**src/rtl/codec_volume_ctrl.sv**
```systemverilog
// Headphone volume/mute front end for the WM8731: debounces the up/down/mute keys
// and turns every change into one register write on the sequencer's manual port.
`timescale 1ns/1ps
module codec_volume_ctrl #(
    parameter int         DEBOUNCE_CYCLES = 500000,
    parameter int         TIMEOUT_CYCLES  = 5000000,
    parameter logic [6:0] VOL_STEP        = 7'd4,
    parameter logic [6:0] VOL_MIN         = 7'h30,
    parameter logic [6:0] VOL_MAX         = 7'h7F,
    parameter logic [6:0] VOL_DEFAULT     = 7'h79
) (
    input  logic       clk,
    input  logic       rst,
    input  logic       initDone,
    input  logic       keyUp_n,
    input  logic       keyDown_n,
    input  logic       keyMute_n,
    output logic       manualSend,
    output logic [6:0] manualRegister,
    output logic [8:0] manualData,
    input  logic       manualDone,
    output logic [6:0] volume,
    output logic       muted,
    output logic       busy,
    output logic       timeoutErr
);
    localparam int DW = $clog2(DEBOUNCE_CYCLES + 1);
    localparam int TW = $clog2(TIMEOUT_CYCLES + 1);
    localparam logic [DW-1:0] DB_LAST  = DW'(DEBOUNCE_CYCLES - 1);
    localparam logic [TW-1:0] TMO_LAST = TW'(TIMEOUT_CYCLES - 1);

    typedef enum logic [1:0] {WAIT_INIT, SYNC, IDLE, WAIT_DONE} state_t;

    state_t        state_q, state_d;
    logic [2:0]    sync1_q, sync1_d, sync2_q, sync2_d;
    logic [2:0]    acc_q, acc_d, ev_q, ev_d;
    logic [DW-1:0] db_cnt_q [3];
    logic [DW-1:0] db_cnt_d [3];
    logic [6:0]    volume_q, volume_d;
    logic          muted_q, muted_d;
    logic          pend_vol_q, pend_vol_d, pend_mute_q, pend_mute_d;
    logic          send_q, send_d;
    logic [6:0]    reg_q, reg_d;
    logic [8:0]    data_q, data_d;
    logic          busy_q, busy_d;
    logic          terr_q, terr_d;
    logic [TW-1:0] tcnt_q, tcnt_d;

    logic       issue_vol, issue_mute, tmo_hit;
    logic [7:0] vol_sum;
    logic [6:0] vol_up, vol_dn;

    // Key bits are {mute, down, up}; 1 means pressed.
    always_comb begin
        sync1_d = {~keyMute_n, ~keyDown_n, ~keyUp_n};
        sync2_d = sync1_q;
        acc_d   = acc_q;
        for (int k = 0; k < 3; k++) begin
            db_cnt_d[k] = '0;
            if (sync2_q[k] != acc_q[k]) begin
                if (db_cnt_q[k] == DB_LAST) begin
                    acc_d[k] = sync2_q[k];
                end else begin
                    db_cnt_d[k] = db_cnt_q[k] + 1'b1;
                end
            end
        end
        ev_d = acc_d & ~acc_q;
    end

    assign vol_sum = {1'b0, volume_q} + {1'b0, VOL_STEP};
    assign vol_up  = (vol_sum > {1'b0, VOL_MAX}) ? VOL_MAX : vol_sum[6:0];
    assign vol_dn  = ({1'b0, volume_q} < ({1'b0, VOL_MIN} + {1'b0, VOL_STEP}))
                     ? VOL_MIN : volume_q - VOL_STEP;
    assign tmo_hit = (tcnt_q == TMO_LAST);

    always_comb begin
        state_d = state_q;
        unique case (state_q)
            WAIT_INIT: if (initDone) state_d = SYNC;
            SYNC:      state_d = WAIT_DONE;
            IDLE:      if (pend_mute_q || pend_vol_q) state_d = WAIT_DONE;
            WAIT_DONE: if (manualDone || tmo_hit) state_d = IDLE;
            default:   state_d = WAIT_INIT;
        endcase
    end

    // Handshake: manualSend is a one-cycle request with register/data valid in
    // the same cycle; the write is complete on the one-cycle manualDone pulse,
    // which is only honoured in WAIT_DONE.
    always_comb begin
        issue_mute = (state_q == IDLE) && pend_mute_q;
        issue_vol  = (state_q == SYNC) || ((state_q == IDLE) && !pend_mute_q && pend_vol_q);
        send_d     = issue_mute || issue_vol;
        reg_d      = reg_q;
        data_d     = data_q;
        if (issue_mute) begin
            reg_d  = 7'h05;
            data_d = muted_q ? 9'h008 : 9'h000;
        end else if (issue_vol) begin
            reg_d  = 7'h02;
            data_d = {1'b1, 1'b0, volume_q};
        end
        busy_d = (state_d != IDLE);
        terr_d = terr_q || ((state_q == WAIT_DONE) && !manualDone && tmo_hit);
        tcnt_d = '0;
        if (!send_d && (state_q == WAIT_DONE)) tcnt_d = tcnt_q + 1'b1;

        volume_d = volume_q;
        if (ev_q[0] && !ev_q[1]) volume_d = vol_up;
        if (ev_q[1] && !ev_q[0]) volume_d = vol_dn;
        muted_d = muted_q ^ ev_q[2];
        // A new event in the issue cycle re-arms the flag.
        pend_vol_d  = (pend_vol_q && !issue_vol) || (ev_q[0] ^ ev_q[1]);
        pend_mute_d = (pend_mute_q && !issue_mute) || ev_q[2];
    end

    always_ff @(posedge clk or negedge rst) begin
        if (!rst) begin
            state_q     <= WAIT_INIT;
            sync1_q     <= '0;
            sync2_q     <= '0;
            acc_q       <= '0;
            ev_q        <= '0;
            for (int k = 0; k < 3; k++) db_cnt_q[k] <= '0;
            volume_q    <= VOL_DEFAULT;
            muted_q     <= 1'b0;
            pend_vol_q  <= 1'b0;
            pend_mute_q <= 1'b0;
            send_q      <= 1'b0;
            reg_q       <= '0;
            data_q      <= '0;
            busy_q      <= 1'b1;
            terr_q      <= 1'b0;
            tcnt_q      <= '0;
        end else begin
            state_q     <= state_d;
            sync1_q     <= sync1_d;
            sync2_q     <= sync2_d;
            acc_q       <= acc_d;
            ev_q        <= ev_d;
            for (int k = 0; k < 3; k++) db_cnt_q[k] <= db_cnt_d[k];
            volume_q    <= volume_d;
            muted_q     <= muted_d;
            pend_vol_q  <= pend_vol_d;
            pend_mute_q <= pend_mute_d;
            send_q      <= send_d;
            reg_q       <= reg_d;
            data_q      <= data_d;
            busy_q      <= busy_d;
            terr_q      <= terr_d;
            tcnt_q      <= tcnt_d;
        end
    end

    assign manualSend     = send_q;
    assign manualRegister = reg_q;
    assign manualData     = data_q;
    assign volume         = volume_q;
    assign muted          = muted_q;
    assign busy           = busy_q;
    assign timeoutErr     = terr_q;
endmodule

```
**config.mk**
```make
export PLATFORM = sky130hd
export DESIGN_NAME = codec_volume_ctrl
export DESIGN_NICKNAME = d
export VERILOG_FILES = /design/src/rtl/codec_volume_ctrl.sv
export SDC_FILE = /design/constraint.sdc
export NUM_CORES = 1
export LEC_CHECK = 0
export BUFFER_PORTS_ARGS = -buffer_cell sky130_fd_sc_hd__buf_2
export CAP_MARGIN = 40
export CORE_MARGIN = 2
export CORE_UTILIZATION = 55
export DETAILED_ROUTE_END_ITERATION = 10
export PLACE_DENSITY = 0.76
export SLEW_MARGIN = 20
export SYNTH_ARGS = -nofsm -noshare
export SYNTH_HDL_FRONTEND = slang
export SYNTH_SLANG_ARGS = --single-unit
```
**constraint.sdc**
```tcl
create_clock -name clk -period 2.1 [get_ports clk]
set_input_delay 0.21 -clock clk [delete_from_list [all_inputs] [get_ports clk]]
set_output_delay 0.21 -clock clk [all_outputs]
set_load 0.1 [all_outputs]
```
Yosys cells after proc, flatten, opt, wreduce, memory -nomap -nowiden
Index checks and enable logic that the tools add are counted.

Flip-flop bits (word level): 123. Input bits: 7. Word-level logic and storage cells: 97.

Add/subtract/negate cells: 6. Order comparisons: 2. Equal/unequal tests: 11. Multiplexer cells: 26. Bitwise gates (word level): 7. Reductions and logical operators: 27.

Operator list (number): two-way mux 19 bit (6); adder 19 x 1 -> 19 bit, second input constant (3); == test 19 bit, second input constant (3); two-way mux 7 bit (6); adder 23 x 1 -> 23 bit, second input constant (1); == test 23 bit, second input constant (1); two-way mux 23 bit (1); two-way mux 9 bit (2); logical AND 1 bit (10); adder 7 x 3 -> 8 bit, second input constant (1); > comparator 8 x 7 -> 1 bit, second input constant (1); one-hot mux 2 bit (4 select lines) (1); logical NOT 1 bit (7); logical OR 1 bit (7); less-than comparator 7 x 6 -> 1 bit, second input constant (1); subtractor 7 x 3 -> 7 bit, second input constant (1); two-way mux 1 bit (6); two-way mux 2 bit (3); == test 2 bit, second input constant (2); two-way mux 4 bit (1); nonzero test 2 bit (2); AND 3 bit (1); inequality test 1 bit (3); NOT 1 bit (3); 5 further kinds (6).

Depth between registers and ports, before layout
Depth in word-level cells: 8. Mapped depth: 6.

Worst setup path before layout
OpenSTA, ideal clock, no wires.

Path kind: reg-to-reg. Start point: reg volume_q[2], in the netlist volume[2]. End point: reg volume_q[4], in the netlist volume[4]. Arrival: 1971 ps. Data required time: 2040 ps. Path slack: 68 ps. Stages on the path, launching flop included: 6. Buffers on the path: 1. Clock period less this slack: 2032 ps. Cells stage by stage: dfrtp_1 -> and3_1 -> clkbuf_1 -> a31oi_1 -> a221oi_1 -> o22a_1.

Word-level cells in the longest chain between the ends: 5. Elaborated cells on any way between the ends: 8.

RTL lines: start, declared (RTL line 39) `logic [6:0] volume_q, volume_d;`; start signal, assigned (RTL line 143) `volume_q <= volume_d;`; adder 7 x 3 -> 8 bit (RTL line 71) `assign vol_sum = {1'b0, volume_q} + {1'b0, VOL_STEP};`; > comparator 8 x 7 -> 1 bit (RTL line 72) `assign vol_up = (vol_sum > {1'b0, VOL_MAX}) ? VOL_MAX : vol_sum[6:0];`; two-way mux 7 bit (RTL line 72); two-way mux 7 bit (RTL line 110) `if (ev_q[0] && !ev_q[1]) volume_d = vol_up;`; two-way mux 7 bit * (RTL line 111) `if (ev_q[1] && !ev_q[0]) volume_d = vol_dn;`.

Every way passes the cells marked *; elsewhere a longest branch is shown, timed or not. The select of a mux whose other input is x is not followed. A chain may end at the register's enable or synchronous reset.

Worst setup path after layout
Start point: reg db_cnt_q[50] (netlist name). End point: reg ev_q[0].

Word-level cells in the longest chain between the ends: 4.

RTL lines: start, declared (RTL line 37) `logic [DW-1:0] db_cnt_q [3];`; == test 19 bit (RTL line 61) `if (db_cnt_q[k] == DB_LAST) begin`; two-way mux 1 bit (RTL line 61); two-way mux 1 bit (RTL line 60) `if (sync2_q[k] != acc_q[k]) begin`; AND 3 bit (RTL line 68) `ev_d = acc_d & ~acc_q;`; via ev_d[0] (RTL line 36) `logic [2:0] acc_q, acc_d, ev_q, ev_d;`; end signal, assigned (RTL line 141) `ev_q <= ev_d;`; end, declared (RTL line 36).

The timed path passes the listed nets, and every way through them passes these cells.

==> impl_metrics.csv <==
group,metric,value,unit
timing,period_minus_slack,2090,ps
clocking,clockBufferDepth,2,
synthesis,synth_cell_type_count,64,
synthesis,netlist_instances,582,
timing,worstMarginPinSlew,554,ps
routing,viasPerCell,5.72,
synthesis,yosysWarnings,0,
placement,gp_congestion,0.868,
cells_and_area,nets,647,
min_path,hp-class,"in2reg",
placement,dpl-instance-area,0.00608,mm^2
timing,rsz0062_at_grt,"yes",
worst_setup_path,crit_cells,4,
synthesis,synth_edf_count,0,
synthesis,synth_largest_area_cell,"dfrtp_1",
cells_and_area,synthToLayoutAreaGrowth,18.3,%
synthesis,ys_ff_latch,116,
worst_setup_path,cp.arrival,2480,ps
clocking,cts_tree,"built",
worst_setup_path,rrSetupSlack,10,ps
grt,grt_max_degree,45,
worst_setup_path,cp_slowest_cell,"or4_4",
cells_and_area,fillCellCount,783,
power_and_ir_drop,switching_share,0.230,
clocking,clock-root-buffer,"clkbuf_8",
timing,skew,7.16,ps
clocking,cts-buffers-inserted,17,
synthesis,synthDominantCellAreaShare,0.482,
power_and_ir_drop,ir_drop,0.637,mV
grt,antenna_found_initial,0,
routing,vias,4466,
worst_setup_path,r2r_cells,4,
grt,grt_pass1_vias,4286,
grt,grt_first_pass_wirelength,19400,um
die,start_util,0.561,
die,fp.dieArea,0.0112,mm^2
die,ios,34,
timing,setup_viol,0,
worst_setup_path,critPathKind,"reg2reg",
clocking,cts.sinks,116,
synthesis,ys_top_cells_by_area,"dfrtp_1 48%, xor2_1 4.0%, xnor2_1 3.8%, nor2_1 3.7%, nand2_1 3.0%",
worst_setup_path,cp-start-kind,"flop",
power_and_ir_drop,p_sw,1.25,mW
worst_setup_path,cp.required,2500,ps
die,die_w,106,um
timing,hold_ws,86.0,ps
timing,hold_viol_final,0,
clocking,cts.reportedPaths.clkPinSlew,60,ps
placement,place_hpwl,7470,um
worst_setup_path,crit_chain,"or4b_4, or4_4, buf_4, nor4b_2",
synthesis,ys.flop_type,"dfrtp_1",
min_path,min_path_cells,5,
power_and_ir_drop,power_frac_comb,0.059,
power_and_ir_drop,pwr-share-seq,0.425,
synthesis,ys_async_sr_fraction,1.00,
clocking,cts_max_level,4,
routing,wl_per_cell,15.0,um
grt,grt_util_all_layers,0.218,
routing,drtIter0Drc,389,
run,cap_violations,0,
die,core_area,0.0102,mm^2
synthesis,synthesis.area,0.00571,mm^2
cells_and_area,seq_area,0.00291,mm^2
power_and_ir_drop,p_int,4.21,mW
worst_setup_path,cp_max_fo,4,
synthesis,syn_area_per_cell,9.81,um^2
clocking,insertion_delay,520,ps
die,die_height,106,um
grt,globalRouteOverflowTotal,0,
placement,numPortBuffers,28,
worst_setup_path,cp_top_family,"simple AND/OR/NAND/NOR gates",
routing,wl,11800,um
power_and_ir_drop,pwr-share-clk,0.516,
status,run_status,"finished, final reports clean",
timing,relSlewSlack,0.631,
power_and_ir_drop,p_leak,2.84,nW
cells_and_area,diodes,0,
cells_and_area,fin_area,0.00676,mm^2
cells_and_area,drive_above_1_share,0.180,
routing,route.antenna.remaining_nets,0,
cells_and_area,multi_input_area,0.00259,mm^2
power_and_ir_drop,powerDensity,808,mW/mm^2
die,rows,37,
timing,period_share,0.993,
worst_setup_path,path_buf_inv,1,
synthesis,synth-seq-area-share,0.510,
timing,max_freq,480,MHz
routing,drc,0,
routing,dr.pass1.iters,4,
timing,drv_slew,0,
worst_setup_path,endpoint_kind,"flop",
worst_setup_path,slowest_delay,580,ps
[worst register-to-register path, stage by stage, from the launching register on]
cell and delay, ps:
dfrtp_1 420, or4b_4 520, or4_4 580, buf_4 160, nor4b_2 290
[state kept, by name, summed over array words and instances (netlist names)]
| name | flops |
|---|---|
| sync2_q | 3 |
| manualSend | 1 |
| busy | 1 |
| sync1_q | 3 |
| timeoutErr | 1 |
| acc_q | 3 |
| state_q | 2 |
| ev_q | 3 |
| volume | 7 |
| muted | 1 |
| tcnt_q | 23 |
| db_cnt_q | 57 |
| manualData | 7 |
| pend_mute_q | 1 |
| pend_vol_q | 1 |
| manualRegister | 2 |
[routing by layer]
metal / track usage / part of all wire / vias up
li1: - / - / 2160
met1: 0.275 / 0.45 / 2184
met2: 0.360 / 0.49 / 98
met3: 0.0557 / 0.037 / 24
met4: 0.0874 / 0.020 / 0
met5: 0 / 0 / -
[placed cells by master (no fill, tap or decap), types with 8 or more instances in the layout]
cell	synthesis	routed
nor2_2	10	11
nand4_1	19	19
nor3_1	8	8
nor4_1	13	13
xor2_1	26	26
nand3_1	30	30
o21ai_0	27	27
nor2_1	57	56
or3_1	15	15
dfrtp_1	110	110
nand2_1	46	46
buf_2	1	27
o31ai_1	11	11
clkbuf_16	0	16
buf_4	7	21
a21oi_1	31	31
or4_1	15	12
xnor2_1	25	25
inv_1	26	26
[final cells by class]
cell class	instances	area share
Sequential cell	116	0.431
Timing Repair Buffer	56	0.0596
Clock inverter	10	0.0194
Tap cell	136	0.0252
Multi-Input combinational cell	415	0.383
Clock buffer	21	0.0665
Inverter	27	0.0150
[power by group through the flow]
stage | registers, mW | logic, mW | clock network [mW]
global route | 2.33 | 0.354 | 2.98
CTS | 2.32 | 0.326 | 2.88
finish | 2.32 | 0.324 | 2.82
floorplan | 2.40 | 0.167 | 0
global placement | 2.35 | 0.309 | 0
detailed placement | 2.35 | 0.315 | 0
[stage by stage]
step | power [mW] | setup slack (ps) | utilization | std cells | setup TNS, ps
final | 5.46 | 14.9 | 0.663 | 781 | 0
after global routing | 5.66 | -24.1 | 0.663 | 781 | -50.2
after CTS | 5.53 | 9.93 | 0.658 | 778 | 0
after detailed placement | 2.67 | 38.2 | 0.597 | 742 | 0
after global placement | 2.66 | 62.8 | 0.597 | 742 | 0
after floorplan | 2.56 | 68.5 | - | 586 | 0
[kinds of logic after synthesis]
group	share of synthesized area
adder cells (fa/ha/maj)	0.0153
buffers and inverters	0.0438
AND/OR/NAND/NOR	0.239
AO/OA/AOI/OAI	0.106
other	0.000657
XOR/XNOR	0.0782
flip-flops	0.510
multiplexers	0.00767
[cells in the mapped netlist, types with 2 or more instances]
cell type,instances
nor2_2,10
or4b_1,3
ha_1,7
clkbuf_1,18
or3_1,15
nor2b_1,2
nor4b_1,5
and4_1,6
and3_1,4
o211ai_1,2
o21a_1,2
inv_1,26
nand4_1,19
mux2_2,2
nand2b_1,3
dfstp_2,6
o31ai_1,11
nand2_1,46
o21ai_0,27
nand3_1,30
nor4bb_1,2
a31oi_1,4
xnor2_1,25
xor2_1,26
a21oi_1,31
buf_4,7
or2_2,4
and2_1,5
nor3_1,8
nor4_1,13
or4_1,15
dfrtp_1,110
nor2_1,57
[what timing repair did]
action,in CTS,in global routing
hold buffers,5,0
hold endpoints to repair,46,0
buffers inserted,0,3
resized for setup,0,7
setup endpoints to repair,0,21
[worst paths after layout]
path                              start         end
max in group asynchronous           rst   volume[3]
setup reg to reg           db_cnt_q[50]     ev_q[0]
min in group asynchronous           rst  tcnt_q[17]
hold reg to reg              sync1_q[0]  sync2_q[0]
hold / removal                 initDone  state_q[0]
setup / recovery           db_cnt_q[50]     ev_q[0]
No activity file was read; power rests on OpenSTA's default activity.
